<file path="src/rtl/pulse_sweep_ctrl_if.sv">
// rtl/pulse_sweep_ctrl_if.sv - control/status bundle between sweep controller and its neighbours
//
// Purpose: carries sweep requests, sweep configuration, the pulse-block period
// strobe and all controller status outputs as one bundle.
// Modports:
//   slave  - the sweep controller (consumes requests/config, drives status)
//   master - the surrounding logic or testbench (drives requests/config)
// Signals:
//   start, abort, rxd, cycle_end      request / strobe inputs to the controller
//   base_del, del_step                first delay and per-point increment (DW)
//   n_points, shots_per_pt            sweep geometry (PW, SW)
//   del_out, run_en, busy             delay word and pulse gating
//   pt_idx, shot_cnt                  sweep position
//   pt_done, sweep_done, sat          completion strobes and clamp flag
interface pulse_sweep_ctrl_if #(
  parameter int DW = 16,
  parameter int PW = 8,
  parameter int SW = 16
);
  logic          start;
  logic          abort;
  logic          rxd;
  logic          cycle_end;
  logic [DW-1:0] base_del;
  logic [DW-1:0] del_step;
  logic [PW-1:0] n_points;
  logic [SW-1:0] shots_per_pt;
  logic [DW-1:0] del_out;
  logic          run_en;
  logic          busy;
  logic [PW-1:0] pt_idx;
  logic [SW-1:0] shot_cnt;
  logic          pt_done;
  logic          sweep_done;
  logic          sat;

  modport slave (
    input  start, abort, rxd, cycle_end, base_del, del_step, n_points, shots_per_pt,
    output del_out, run_en, busy, pt_idx, shot_cnt, pt_done, sweep_done, sat
  );

  modport master (
    output start, abort, rxd, cycle_end, base_del, del_step, n_points, shots_per_pt,
    input  del_out, run_en, busy, pt_idx, shot_cnt, pt_done, sweep_done, sat
  );
endinterface

</file>
<file path="src/rtl/pulse_sweep_ctrl.sv">
// rtl/pulse_sweep_ctrl.sv - automated delay sweep sequencer for the pulse generator
//
// Purpose: steps the pulse block's delay word through n_points values starting
// at base_del in increments of del_step, holding each value for shots_per_pt
// pulse periods. All changes happen on period boundaries (cycle_end).
// Ports:
//   clk     system clock, shared with the pulse block
//   resetn  asynchronous active-low reset
//   bus     pulse_sweep_ctrl_if.slave: requests, configuration, status outputs
module pulse_sweep_ctrl #(
  parameter int DW = 16,
  parameter int PW = 8,
  parameter int SW = 16
) (
  input  logic                  clk,
  input  logic                  resetn,
  pulse_sweep_ctrl_if.slave     bus
);

  typedef enum logic [1:0] {
    IDLE = 2'd0,
    ARM  = 2'd1,
    RUN  = 2'd2,
    DONE = 2'd3
  } state_t;

  state_t        state_q, state_nxt;

  // Shadow copies of the sweep geometry. The starting delay needs no shadow:
  // del_out itself is loaded with base_del when the sweep is accepted.
  logic [DW-1:0] step_sh;
  logic [PW-1:0] npts_sh;
  logic [SW-1:0] shots_sh;
  logic          load_shadow;

  logic [DW-1:0] del_q, del_nxt;
  logic [PW-1:0] pt_q, pt_nxt;
  logic [SW-1:0] shot_q, shot_nxt;
  logic          sat_q, sat_nxt;
  logic          pt_done_q, pt_done_nxt;
  logic          sweep_done_q;
  logic          run_en_q;
  logic          busy_q;

  logic          stop;
  logic          cfg_ok;
  logic          start_ok;
  logic          last_shot;
  logic          last_pt;
  logic [DW:0]   del_sum;

  // A new parameter strobe from the UART block invalidates the sweep just
  // like an explicit abort.
  assign stop      = bus.abort | bus.rxd;
  assign cfg_ok    = (bus.n_points != '0) && (bus.shots_per_pt != '0);
  assign start_ok  = bus.start && cfg_ok;
  assign last_shot = (shot_q == shots_sh - SW'(1));
  assign last_pt   = (pt_q == npts_sh - PW'(1));
  // One extra bit so the carry out of the delay increment is visible.
  assign del_sum   = {1'b0, del_q} + {1'b0, step_sh};

  // State register
  always_ff @(posedge clk or negedge resetn) begin
    if (!resetn) begin
      state_q <= IDLE;
    end else begin
      state_q <= state_nxt;
    end
  end

  // Next-state logic; abort/rxd outrank cycle_end, which outranks start
  always_comb begin
    state_nxt = state_q;
    case (state_q)
      IDLE: begin
        if (start_ok) state_nxt = ARM;
      end
      ARM: begin
        if (stop)               state_nxt = IDLE;
        else if (bus.cycle_end) state_nxt = RUN;
      end
      RUN: begin
        if (stop)                                       state_nxt = IDLE;
        else if (bus.cycle_end && last_shot && last_pt) state_nxt = DONE;
      end
      DONE: begin
        state_nxt = IDLE;
      end
      default: state_nxt = IDLE;
    endcase
  end

  // Output logic: next values of the registered datapath/status outputs
  always_comb begin
    del_nxt     = del_q;
    pt_nxt      = pt_q;
    shot_nxt    = shot_q;
    sat_nxt     = sat_q;
    pt_done_nxt = 1'b0;
    load_shadow = 1'b0;
    case (state_q)
      IDLE: begin
        // Pass-through keeps non-sweep operation following the UART setting.
        del_nxt = bus.base_del;
        if (start_ok) begin
          load_shadow = 1'b1;
          pt_nxt      = '0;
          shot_nxt    = '0;
          sat_nxt     = 1'b0;
        end
      end
      RUN: begin
        if (!stop && bus.cycle_end) begin
          if (!last_shot) begin
            shot_nxt = shot_q + SW'(1);
          end else begin
            shot_nxt    = '0;
            pt_done_nxt = 1'b1;
            if (!last_pt) begin
              pt_nxt = pt_q + PW'(1);
              if (del_sum[DW]) begin
                del_nxt = '1;
                sat_nxt = 1'b1;
              end else begin
                del_nxt = del_sum[DW-1:0];
              end
            end
          end
        end
      end
      default: begin
        // ARM and DONE hold every datapath value; abort leaves pt_idx and
        // shot_cnt frozen for readout.
      end
    endcase
  end

  // Shadow registers
  always_ff @(posedge clk or negedge resetn) begin
    if (!resetn) begin
      step_sh  <= '0;
      npts_sh  <= '0;
      shots_sh <= '0;
    end else if (load_shadow) begin
      step_sh  <= bus.del_step;
      npts_sh  <= bus.n_points;
      shots_sh <= bus.shots_per_pt;
    end
  end

  // Output registers; status flags derive from the state being entered so
  // they line up with the registered state.
  always_ff @(posedge clk or negedge resetn) begin
    if (!resetn) begin
      del_q        <= '0;
      pt_q         <= '0;
      shot_q       <= '0;
      sat_q        <= 1'b0;
      pt_done_q    <= 1'b0;
      sweep_done_q <= 1'b0;
      run_en_q     <= 1'b0;
      busy_q       <= 1'b0;
    end else begin
      del_q        <= del_nxt;
      pt_q         <= pt_nxt;
      shot_q       <= shot_nxt;
      sat_q        <= sat_nxt;
      pt_done_q    <= pt_done_nxt;
      sweep_done_q <= (state_nxt == DONE);
      run_en_q     <= (state_nxt != DONE);
      busy_q       <= (state_nxt == ARM) || (state_nxt == RUN);
    end
  end

  assign bus.del_out    = del_q;
  assign bus.pt_idx     = pt_q;
  assign bus.shot_cnt   = shot_q;
  assign bus.sat        = sat_q;
  assign bus.pt_done    = pt_done_q;
  assign bus.sweep_done = sweep_done_q;
  assign bus.run_en     = run_en_q;
  assign bus.busy       = busy_q;

endmodule

</file>
<file path="src/flat_wrapper.sv">
// flat-port wrapper written by rule: the top's interface ports become plain ports
module pulse_sweep_ctrl_flat 
#(
  parameter int DW = 16,
  parameter int PW = 8,
  parameter int SW = 16
)
  (clk, resetn, bus_start, bus_abort, bus_rxd, bus_cycle_end, bus_base_del, bus_del_step, bus_n_points, bus_shots_per_pt, bus_del_out, bus_run_en, bus_busy, bus_pt_idx, bus_shot_cnt, bus_pt_done, bus_sweep_done, bus_sat);
  pulse_sweep_ctrl_if #(.DW(DW), .PW(PW), .SW(SW)) bus_i ();
  input  logic clk;
  input  logic resetn;
  input wire logic [$bits(bus_i.start)-1:0] bus_start;
  input wire logic [$bits(bus_i.abort)-1:0] bus_abort;
  input wire logic [$bits(bus_i.rxd)-1:0] bus_rxd;
  input wire logic [$bits(bus_i.cycle_end)-1:0] bus_cycle_end;
  input wire logic [$bits(bus_i.base_del)-1:0] bus_base_del;
  input wire logic [$bits(bus_i.del_step)-1:0] bus_del_step;
  input wire logic [$bits(bus_i.n_points)-1:0] bus_n_points;
  input wire logic [$bits(bus_i.shots_per_pt)-1:0] bus_shots_per_pt;
  output wire logic [$bits(bus_i.del_out)-1:0] bus_del_out;
  output wire logic [$bits(bus_i.run_en)-1:0] bus_run_en;
  output wire logic [$bits(bus_i.busy)-1:0] bus_busy;
  output wire logic [$bits(bus_i.pt_idx)-1:0] bus_pt_idx;
  output wire logic [$bits(bus_i.shot_cnt)-1:0] bus_shot_cnt;
  output wire logic [$bits(bus_i.pt_done)-1:0] bus_pt_done;
  output wire logic [$bits(bus_i.sweep_done)-1:0] bus_sweep_done;
  output wire logic [$bits(bus_i.sat)-1:0] bus_sat;
  assign bus_i.start = bus_start;
  assign bus_i.abort = bus_abort;
  assign bus_i.rxd = bus_rxd;
  assign bus_i.cycle_end = bus_cycle_end;
  assign bus_i.base_del = bus_base_del;
  assign bus_i.del_step = bus_del_step;
  assign bus_i.n_points = bus_n_points;
  assign bus_i.shots_per_pt = bus_shots_per_pt;
  assign bus_del_out = bus_i.del_out;
  assign bus_run_en = bus_i.run_en;
  assign bus_busy = bus_i.busy;
  assign bus_pt_idx = bus_i.pt_idx;
  assign bus_shot_cnt = bus_i.shot_cnt;
  assign bus_pt_done = bus_i.pt_done;
  assign bus_sweep_done = bus_i.sweep_done;
  assign bus_sat = bus_i.sat;
  pulse_sweep_ctrl #(.DW(DW), .PW(PW), .SW(SW)) u_core (.clk(clk), .resetn(resetn), .bus(bus_i));
endmodule
</file>
<file path="config.mk">
export PLATFORM = sky130hd
export DESIGN_NAME = pulse_sweep_ctrl_flat
export DESIGN_NICKNAME = d
export VERILOG_FILES = /design/src/rtl/pulse_sweep_ctrl_if.sv /design/src/rtl/pulse_sweep_ctrl.sv /design/src/flat_wrapper.sv
export SDC_FILE = /design/constraint.sdc
export NUM_CORES = 1
export LEC_CHECK = 0
export CORE_UTILIZATION = 48
export CTS_CLUSTER_SIZE = 14
export DETAILED_ROUTE_END_ITERATION = 12
export GPL_TIMING_DRIVEN = 0
export PLACE_DENSITY = 0.83
export SYNTH_ARGS = -nofsm -noshare
export SYNTH_HDL_FRONTEND = slang
export SYNTH_SLANG_ARGS = --single-unit
export TNS_END_PERCENT = 50
</file>
<file path="constraint.sdc">
create_clock -name clk -period 2.85 [get_ports clk]
set_input_delay 0.57 -clock clk [delete_from_list [all_inputs] [get_ports clk]]
set_output_delay 0.57 -clock clk [all_outputs]
set_load 0.005 [all_outputs]
</file>
### Yosys cells after proc, flatten, opt, wreduce, memory -nomap -nowiden

Index checks and enable logic that the tools add are counted.

* memory bits (writable): 0
* memories: 0
* memory bits (read-only): 0
* bits in latches: 0
* register bits after elaboration: 87

* equality and inequality tests: 14
* $lt $le $gt $ge: 0
* multipliers: 0
* bitwise operators: 1
* shifts and indexed selects: 0
* muxes and demuxes: 31
* divide/modulo/power cells: 0
* $add $sub $neg: 5
* reduce and logical (&&, ||, !) cells: 15

Operator list (count)
* 16-bit 2-to-1 mux: 7
* 16-bit case mux with 2 select lines: 2
* 8-bit 2-to-1 mux: 4
* 16-bit by 16-bit adder with 17-bit output: 1
* 16-bit by 1-bit adder with 16-bit output, second input constant: 1
* 16-bit == test: 1
* 8-bit case mux with 2 select lines: 1
* 16-bit nonzero test: 1
* 16-bit by 1-bit subtractor with 16-bit output, second input constant: 1
* 1-bit 2-to-1 mux: 10
* 2-bit 2-to-1 mux: 5
* 8-bit by 1-bit adder with 8-bit output, second input constant: 1
* 2-bit == test, second input constant: 4
* 8-bit == test: 1
* 2-bit by 1-bit != test with 1-bit output, second input constant: 4
* 2-bit case mux with 4 select lines: 1
* 8-bit nonzero test: 1
* 8-bit by 1-bit subtractor with 8-bit output, second input constant: 1
* 6-bit AND reduction: 1
* 1-bit logical AND: 5
* 5-bit AND reduction: 1
* 2-bit by 1-bit == test with 1-bit output, second input constant: 2
* 2-bit != test, second input constant: 2
* 4-bit AND reduction: 1
* other kinds (7): 7

### Depth between registers and ports, before layout

* depth after elaboration: 9
* mapped depth: 12
* gate-level depth less buffers: 12

### Least setup slack after synthesis

OpenSTA, ideal clock, no wires.

* path type: register -> register
* start: register u_core.shots_sh[2]
* end: register u_core.busy_q (netlist: u_core.bus.busy)
* required time: 2.724 ns
* stages on the path, launching flop included: 12
* clock period less this slack: 3.139 ns
* library setup time: 0.126 ns
* buffers on the path: 2
* slack: -0.289 ns
* data arrival time: 3.013 ns
* cells stage by stage: dfrtp_1 -> buf_6 -> or4_4 -> buf_6 -> or2_1 -> o41ai_2 -> nand4_1 -> or3_4 -> nor4_4 -> and3_2 -> a2bb2oi_1 -> ha_1

* longest elaborated chain between the ends: 9
* elaborated cells between the ends (all ways): 10

Ends and longest elaborated chain
* start, declared: line pulse_sweep_ctrl.sv:33 `logic [SW-1:0] shots_sh;`
* start signal, assigned: line pulse_sweep_ctrl.sv:147 `shots_sh <= bus.shots_per_pt;`
* 16-bit by 1-bit subtractor with 16-bit output *: line pulse_sweep_ctrl.sv:57 `assign last_shot = (shot_q == shots_sh - SW'(1));`
* 16-bit == test *: line pulse_sweep_ctrl.sv:57
* 1-bit logical AND * (2 in a row): line pulse_sweep_ctrl.sv:84 `else if (bus.cycle_end && last_shot && last_pt) state_nxt = DONE;`
* 2-bit 2-to-1 mux *: line pulse_sweep_ctrl.sv:84
* 2-bit 2-to-1 mux *: line pulse_sweep_ctrl.sv:83 `if (stop) state_nxt = IDLE;`
* 2-bit case mux with 4 select lines *: line pulse_sweep_ctrl.sv:74 `case (state_q)`
* 2-bit by 1-bit == test with 1-bit output or 2-bit == test (tied branches): line pulse_sweep_ctrl.sv:171 `busy_q <= (state_nxt == ARM) || (state_nxt == RUN);`
* 1-bit logical OR *: line pulse_sweep_ctrl.sv:171
* end signal, assigned: line pulse_sweep_ctrl.sv:171
* end, declared: line pulse_sweep_ctrl.sv:43 `logic busy_q;`

Every way passes the cells marked *; elsewhere a longest branch is shown, timed or not.
A chain may end at the register's enable or synchronous reset.

### Worst setup path after layout

Same ends and word-level chain as after synthesis.

==> impl_metrics.tcl <==
set metrics [dict create \
    drive_gt1_frac 0.196 \
    tightest_slew_ps 603 \
    routedWlPerCell_um 18.5 \
    postSynthAreaPerCell_um2 9.79 \
    grt_pass1_vias 4849 \
    final_cell_mix "clkdlybuf4s50_1 (105), dfrtp_1 (86), nand2_1 (43), mux2_2 (42), xnor2_1 (36)" \
    ir_drop_v 0.000673 \
    final-seq-area_um2 2180 \
    reg2regPathDepth 11 \
    gr-usage-all-layers 0.261 \
    routabilityCongestion 0.909 \
    worstSkewPairLatency_ps 340 \
    max-cap-violations 0 \
    grt_max_degree 48 \
    synth_seq_area_share 0.392 \
    grt_pass1_wl_um 24100 \
    vias_per_cell 6.04 \
    regToRegSetupSlack_ps -230 \
    met2_usage 0.411 \
    ys_ff_latch 87 \
    grt-ovfl-total 0 \
    syn_area_um2 5550 \
    port_buffers 106 \
    violations "setup timing" \
    die_w_um 110 \
    hold_viol_final 0 \
    die_h_um 110 \
    start_util 0.503 \
    io_pins 107 \
    rows 38 \
    grt_util_met1 0.360 \
    fin_ws_ps -229 \
    detail-route-antenna-nets 0 \
    yosys.cell_types.count 67 \
    r2r-start "u_core.shots_sh[2]$_DFFE_PN0P_" \
    p_per_area_nw_per_um2 1040 \
    end_kind "flip-flop" \
    crit_start "u_core.shots_sh[2]$_DFFE_PN0P_" \
    synth_nets 651 \
    cp-start-kind "flip-flop" \
    p_total_mw 7.85 \
    use_met3 0.0433 \
    setup.worst_path.end "u_core.bus.busy$_DFF_PN0_" \
    synthArstFlopShare 1.00 \
    critPathKind "reg -> reg" \
    cts_tree "built" \
    antenna_found_initial 0 \
    syn2layout_area_growth_pct 35.7 \
    cts.clk_slew.worst_paths_ps 60 \
    netlist_instances 567 \
    run_status "finished, violations left" \
    period_minus_slack_ps 3080 \
    cts.htree.levels 3 \
    dpl-instance-area_um2 6820 \
    synth-edff-count 0 \
    drt_iter0_drc 407 \
    layout_commonest_cell "clkdlybuf4s50_1" \
    critPathMaxFanout 2 \
    antenna_cells 0 \
    p_leak_nw 3.04 \
    period_share 1.08 \
    nets 792 \
    cts_buffer_depth 2 \
    dp_hpwl_um 10900 \
    stdcell_area_um2 7530 \
    core_um2 11000 \
    slew-limit-headroom 0.596 \
    clock.fmax_mhz 325 \
    required_ps 3060 \
    rsz0062_at_grt "true" \
    final-setup-viol-count 43 \
    busiest_layer "met2" \
    yosys_warnings 0 \
    slew_viol_final 0 \
    dr.pass1.iters 5 \
    fill_cells 812 \
    drc_errors 0 \
    final.setup_skew_ps 8.99 \
    wl_um 15800 \
    vias 5150 \
    cts_buffers 9 \
    numClockSinks 87 \
    multi_input_area_um2 3370 \
    worstHoldPathType "in -> async" \
    r2r_end "u_core.bus.busy$_DFF_PN0_" \
    ys.flop_type "dfrtp_1" \
    tns_ps -5480 \
    arrival_ps 3290 \
    dieArea_um2 12000 \
    cts_root_buf "clkbuf_16" \
]
## cell usage after synthesis, types with 7 or more instances
cell      count  area share
dfrtp_1      87        0.39
nand2_1      43       0.029
mux2_2       42       0.085
xnor2_1      36       0.057
nor2_1       25       0.017
ha_1         21       0.047
o21ai_1      21       0.019
xor2_1       20       0.032
nand3_1      19       0.017
a21oi_1      17       0.015
o22ai_1      17       0.019
inv_1        16       0.011
clkbuf_1     14      0.0095
nor4_1       14       0.016
and3_1       13       0.015
nand4_1      11       0.012
nor3_1       11      0.0099
nor2_2       10       0.011
buf_1         9      0.0061
or3_1         9       0.010
a211oi_1      8       0.011
o211ai_1      7      0.0095
o21ai_0       7      0.0063
## metrics by stage
step                       util  hold WS (ps)  std cells  setup WS [ps]
after CTS                 0.662           229        841           -314
after global routing      0.683           252        853           -301
final                     0.683           214        853           -229
after global placement    0.616           492        813          -1840
after detailed placement  0.618           500        814           -712
after floorplan               -           274        567          -17.9
## timing repair
item / CTS / global route
resized for setup: 22 / 28
cloned: 2 / 2
setup buffers: 11 / 12
pin swaps: 16 / 27
hold buffers: 0 / 0
endpoints found under the setup margin: 81 / 77
## power by group
| group | switching (mW) | leakage [nW] | internal [mW] |
|---|---|---|---|
| Sequential | 0.491 | 1.08 | 1.69 |
| Clock | 0.475 | 0.156 | 0.749 |
| Combinational | 2.27 | 1.81 | 2.18 |
| Total | 3.23 | 3.04 | 4.62 |
## area by class of cell
| class | count | share of cell area |
|---|---|---|
| multi-input cells | 439 | 0.447 |
| flip-flops and latches | 87 | 0.289 |
| repair buffers | 130 | 0.172 |
| clock buffers | 13 | 0.0359 |
| well taps | 140 | 0.0233 |
| plain buffers | 25 | 0.0188 |
| inverters | 16 | 0.00798 |
| clock inverters | 3 | 0.00532 |
## state kept, by name (all words and copies together) (netlist names)
signal	flops
u_core.bus.del_out	16
u_core.bus.shot_cnt	16
u_core.shots_sh	16
u_core.step_sh	16
u_core.bus.pt_idx	8
u_core.npts_sh	8
u_core.state_q	2
u_core.bus.busy	1
u_core.bus.pt_done	1
u_core.bus.run_en	1
u_core.bus.sat	1
u_core.bus.sweep_done	1
## cell families after synthesis
kind of cell,after synthesis,share of synthesized area
buf+inv,43,0.0334
flops,87,0.392
fa+ha+maj,22,0.0510
simple gates,194,0.196
compound gates,117,0.143
mux,48,0.0961
xor+xnor,56,0.0884
## worst min path at each step
stage                                           from                           endpoint  slack, ps  depth (start not counted)
after floorplan                               resetn          u_core.bus.busy$_DFF_PN0_        270                          0
after global routing                          resetn      u_core.step_sh[7]$_DFFE_PN0P_        250                          1
after CTS                                     resetn  u_core.bus.del_out[6]$_DFFE_PN0P_        230                          1
after global placement    u_core.bus.sat$_DFFE_PN0P_         u_core.bus.sat$_DFFE_PN0P_        490                          1
after detailed placement  u_core.bus.sat$_DFFE_PN0P_         u_core.bus.sat$_DFFE_PN0P_        500                          1
final                                         resetn      u_core.step_sh[7]$_DFFE_PN0P_        210                          1
## layer usage
metal  routed length, µm  share of wire  vias up
met2                7420           0.47      245
met4                 412          0.026        0
met3                1090          0.069       41
met1                6840           0.43     2491
li1                    -              -     2373
met5                   0              0        -
## critical path, cell delays in order (launching register included)
cell	delay, ps
dfrtp_1	370
buf_6	120
or4_4	510
buf_6	140
or2_4	240
o41ai_4	280
nand4_1	130
or3_4	370
nor4_4	170
and3_4	240
a2bb2oi_2	130
ha_1	260
No activity file was read; power rests on OpenSTA's default activity.
